--- config.mk ---
export PLATFORM = sky130hd
export DESIGN_NAME = div_sequencer
export DESIGN_NICKNAME = d
export VERILOG_FILES = /design/src/rtl/div_sequencer.sv
export SDC_FILE = /design/constraint.sdc
export NUM_CORES = 1
export LEC_CHECK = 0
export ABC_AREA = 1
export BUFFER_PORTS_ARGS = -buffer_cell sky130_fd_sc_hd__buf_2
export CAP_MARGIN = 0
export CORE_UTILIZATION = 39
export CTS_CLUSTER_DIAMETER = 120
export DETAILED_ROUTE_END_ITERATION = 8
export GPL_TIMING_DRIVEN = 1
export HOLD_SLACK_MARGIN = 0.08
export SLEW_MARGIN = 30
export SYNTH_ARGS = -nofsm -noshare
export SYNTH_HDL_FRONTEND = slang
export SYNTH_SLANG_ARGS = --single-unit
--- constraint.sdc ---
create_clock -name clk -period 2.15 [get_ports clk]
set_input_delay 0.1075 -clock clk [delete_from_list [all_inputs] [get_ports clk]]
set_output_delay 0.1075 -clock clk [all_outputs]
set_load 0.1 [all_outputs]
--- src/rtl/div_sequencer.sv ---
// rtl/div_sequencer.sv - multi-cycle restoring divider sequencer for DIV/DIVU
module div_sequencer (
  input  logic        clk,
  input  logic        rst,
  input  logic        signed_div_i,
  input  logic [31:0] opdata1_i,
  input  logic [31:0] opdata2_i,
  input  logic        start_i,
  input  logic        annul_i,
  output logic [63:0] result_o,
  output logic        ready_o,
  output logic        busy_o
);

  typedef enum logic [1:0] {
    ST_FREE   = 2'd0,
    ST_BYZERO = 2'd1,
    ST_ON     = 2'd2,
    ST_END    = 2'd3
  } state_t;

  localparam logic [5:0] LAST_STEP = 6'd32;

  state_t      state;
  logic [5:0]  cnt;
  // Partial remainder is always below the divisor after a step, so 32 bits
  // hold it; the extra top bit only exists transiently in the trial value.
  logic [31:0] rem;
  logic [31:0] quo;
  logic [31:0] dvs;
  logic        neg_dividend;
  logic        neg_divisor;

  logic [31:0] abs_op1;
  logic [31:0] abs_op2;
  logic        op1_neg;
  logic        op2_neg;
  logic [32:0] trial;
  logic        fits;
  logic [31:0] diff;
  logic [31:0] final_quo;
  logic [31:0] final_rem;

  // Operand magnitudes and sign flags for the start cycle (signed mode only)
  always_comb begin
    op1_neg = signed_div_i & opdata1_i[31];
    op2_neg = signed_div_i & opdata2_i[31];
    abs_op1 = op1_neg ? (32'd0 - opdata1_i) : opdata1_i;
    abs_op2 = op2_neg ? (32'd0 - opdata2_i) : opdata2_i;
  end

  // One restoring shift-subtract step: shift the next dividend bit into the
  // remainder and subtract the divisor if it fits. When it fits, the true
  // difference is below the divisor, so a 32-bit wrapping subtract is exact.
  always_comb begin
    trial = {rem, quo[31]};
    fits  = (trial >= {1'b0, dvs});
    diff  = trial[31:0] - dvs;
  end

  // Sign correction of the finished magnitudes: quotient follows the XOR of
  // the signs, remainder follows the dividend.
  always_comb begin
    final_quo = (neg_dividend ^ neg_divisor) ? (32'd0 - quo) : quo;
    final_rem = neg_dividend ? (32'd0 - rem) : rem;
  end

  // Stall request: raised in the request cycle itself so the pipeline
  // freezes before the divider has registered anything.
  always_comb begin
    busy_o = (state == ST_ON) || (state == ST_BYZERO) ||
             ((state == ST_FREE) && start_i && !annul_i);
  end

  // Sequencer FSM with registered result and ready
  always_ff @(posedge clk) begin
    if (rst) begin
      state        <= ST_FREE;
      cnt          <= 6'd0;
      rem          <= 32'd0;
      quo          <= 32'd0;
      dvs          <= 32'd0;
      neg_dividend <= 1'b0;
      neg_divisor  <= 1'b0;
      result_o     <= 64'd0;
      ready_o      <= 1'b0;
    end else begin
      case (state)
        ST_FREE: begin
          result_o <= 64'd0;
          ready_o  <= 1'b0;
          if (start_i && !annul_i) begin
            if (opdata2_i == 32'd0) begin
              state <= ST_BYZERO;
            end else begin
              state        <= ST_ON;
              dvs          <= abs_op2;
              quo          <= abs_op1;
              rem          <= 32'd0;
              cnt          <= 6'd0;
              neg_dividend <= op1_neg;
              neg_divisor  <= op2_neg;
            end
          end
        end

        ST_BYZERO: begin
          result_o <= 64'd0;
          if (annul_i) begin
            state   <= ST_FREE;
            ready_o <= 1'b0;
          end else begin
            state   <= ST_END;
            ready_o <= 1'b1;
          end
        end

        ST_ON: begin
          if (annul_i) begin
            state    <= ST_FREE;
            result_o <= 64'd0;
            ready_o  <= 1'b0;
          end else if (cnt != LAST_STEP) begin
            rem <= fits ? diff : trial[31:0];
            quo <= {quo[30:0], fits};
            cnt <= cnt + 6'd1;
          end else begin
            state    <= ST_END;
            result_o <= {final_rem, final_quo};
            ready_o  <= 1'b1;
          end
        end

        ST_END: begin
          // Annul is deliberately ignored here: the result is already final.
          if (!start_i) begin
            state    <= ST_FREE;
            result_o <= 64'd0;
            ready_o  <= 1'b0;
          end
        end

        default: begin
          state    <= ST_FREE;
          result_o <= 64'd0;
          ready_o  <= 1'b0;
        end
      endcase
    end
  end

endmodule

==> impl_metrics.csv <==
group,metric,value,unit
worst_setup_path,cp-end-kind,"register",
cts,cts_root_buffer,"clkbuf_16",
logic_synthesis,syn_area,13000,sq um
route,drc,0,
global_routing,grt_pass1_wl,71.8,mm
sta,setup_viol,0,
sta,hold_viol,0,
route,drt_wl_total,47.6,mm
logic_synthesis,synth_top_area_share,26.3,%
finish,antennaDiodeCount,0,
logic_synthesis,yosys-top-cells-area,"dfxtp_1, nand2_1, nand3_1",
finish,fin_area,17500,sq um
placement,port_buffers,134,
worst_setup_path,reg2reg_depth,12,
sta,slew_violations,0,
die,core_area,32700,sq um
die,dieHeight,185,um
worst_setup_path,critPathArrivalTime,2450,ps
worst_setup_path,r2r-end,"rem[10]",
logic_synthesis,syn_inst,2195,
cts,clk_pin_slew_worst_paths,70,ps
worst_setup_path,reg2reg_slack,5,ps
die,dieArea,34100,sq um
worst_setup_path,crit_start,"rem[8]",
sta,slew_headroom,54.5,%
hold_path,hold_path_class,"in -> reg",
route,wl_per_cell,16.2,um
worst_setup_path,timing.rr.start,"rem[8]",
finish,nets,2596,
worst_setup_path,critical_path_required,2450,ps
sta,fin_crit_sh,99.7,%
die,ios,135,
route,postRouteAntennaNets,0,
global_routing,grt_max_degree,134,
run_status,status,"complete, no violations",
logic_synthesis,synth_area_per_cell,5.93,sq um
placement,hpwl,36.0,mm
logic_synthesis,synth_nets,2306,
global_routing,grt_antenna_before_repair,0,
power_and_ir_drop,p_leak,8.25,nW
logic_synthesis,yosysTopAreaCell,"dfxtp_1",
cts,clkLatencyLatePin,450,ps
sta,min_period,2140,ps
sta,fmax,466,MHz
die,core.rowCount,66,
route,first_pass_iters,7,
global_routing,grt.overflow.total,0,
sta,max_slew.worst_pin.slew,683,ps
cts,cts_buffers,17,
worst_setup_path,worstSetupEndpoint,"rem[10]",
die,start_util,39.8,%
cts,cts_tree,"done",
die,die_x,185,um
power_and_ir_drop,vdd_drop_max,0.000584,V
logic_synthesis,ys_seq_elements,171,
worst_setup_path,path_class,"reg -> reg",
global_routing,grt_pass1_vias,13495,
sta,rsz0062_at_grt,"yes",
route,drt_iter0_drc,1155,
placement,place.gp.congestion,0.970,
cts,clock_path_buffers,2,
placement,post_dp_cell_area,15100,sq um
route,via_per_inst,5.10,
sta,finalClockSkew,14.4,ps
worst_setup_path,worstSetupStartpointType,"register",
run,cap_violations,0,
power_and_ir_drop,powerDensity,676,nW/um^2
finish,most-common-layout-cells,"nand2_1, inv_1, nand3_1",
sta,holdWs,111,ps
logic_synthesis,synth_warnings,0,
cts,clock-sinks,171,
finish,syn2layout_area_growth,34.2,%
logic_synthesis,synth_cell_types,47,
finish,layout-drive-gt1-share,24.1,%
finish,post-route-util,53.4,%
cts,cts_max_level,4,
worst_setup_path,cp_max_fo,4,
finish,final_common_cell,"nand2_1",
logic_synthesis,synth-seq-area-share,26.3,%
route,vias,14977,
global_routing,gr-usage-all-layers,27.1,%
-- critical path: stages, from the launching register on --
cell,delay [ps]
dfxtp_1,460
ha_4,260
nand2_2,100
buf_4,120
inv_1,30
nand2_1,60
nand2_1,80
nand3b_1,290
buf_4,220
xnor2_2,160
nand2_1,80
nand3_1,80
a21oi_1,60
-- how the worst min path moves through the flow --
stage	from	to	depth (start not counted)
after floorplan	opdata2_i[31]	dvs[31]	2
after global placement	opdata2_i[31]	dvs[31]	3
after detailed placement	opdata2_i[31]	dvs[31]	3
after CTS	opdata2_i[9]	dvs[9]	3
after global routing	opdata1_i[15]	quo[15]	4
final	opdata1_i[31]	quo[31]	3
-- through the flow --
step	cells	TNS (ps)	power [mW]	setup slack, ps
after floorplan	2195	0	6.40	165
after global placement	2844	-1880	7.89	-220
after detailed placement	2844	-2670	7.92	-219
after CTS	2914	0	11.1	0.878
after global routing	2939	-452	12.4	-53.7
final	2939	0	11.8	5.39
-- routing by layer --
metal,wire [um],vias up,global-route usage [%]
met2,21100,516,43.0
li1,-,7595,-
met3,3140,49,3.54
met4,1250,0,7.21
met5,0,-,0
met1,22200,6817,38.4
-- area by class of cell --
| cell class | count | area [sq um] |
|---|---|---|
| Clock buffer | 20 | 457 |
| Clock inverter | 11 | 113 |
| Sequential cell | 171 | 3480 |
| Inverter | 300 | 1130 |
| Timing Repair Buffer | 350 | 2800 |
| Multi-Input combinational cell | 1645 | 8940 |
| Fill cell | 3395 | 15200 |
| Tap cell | 442 | 553 |
-- synthesized netlist by cell type, drive strengths merged --
cell type and number:
a211oi 2, a21boi 8, a21o 3, a21oi 178, a31oi 16, a32oi 1, and2 4, buf 49
clkbuf 30, clkinv 2, dfxtp 171, fa 1, ha 41, inv 298, nand2 712, nand3 227
nand3b 14, nand4 31, nor2 190, nor3 18, nor4 4, o211ai 8, o21a 1, o21ai 98
o21bai 1, o31ai 5, or2 7, xnor2 21, xor2 54
-- logic make-up (layout without fill, tap and decap cells) --
logic type / after synthesis / count (layout) / share of synthesized area (%)
flops: 171 / 171 / 26.3
xor+xnor: 75 / 75 / 5.05
buf+inv: 379 / 681 / 12.1
compound gates: 321 / 321 / 13.4
fa+ha+maj: 42 / 42 / 4.10
simple gates: 1207 / 1207 / 39.1
-- repair_timing --
action,CTS,global route
pin swaps,2,49
hold buffers,38,0
gates resized for setup,42,219
cloned,1,7
setup buffers,0,19
endpoints found under the setup margin,34,93
endpoints found under the hold margin,37,0
-- state kept, by name, summed over array words and instances (netlist names) --
register and cells:
state 2, ready_o 1, result_o 64, rem 32
neg_divisor 1, dvs 32, cnt 6, neg_dividend 1
quo 32
-- power breakdown --
part           internal [mW]  switching (mW)
Combinational           2.01            3.11
Sequential              3.36           0.219
Clock                   1.67            1.43
No activity file was read; power rests on OpenSTA's default activity.
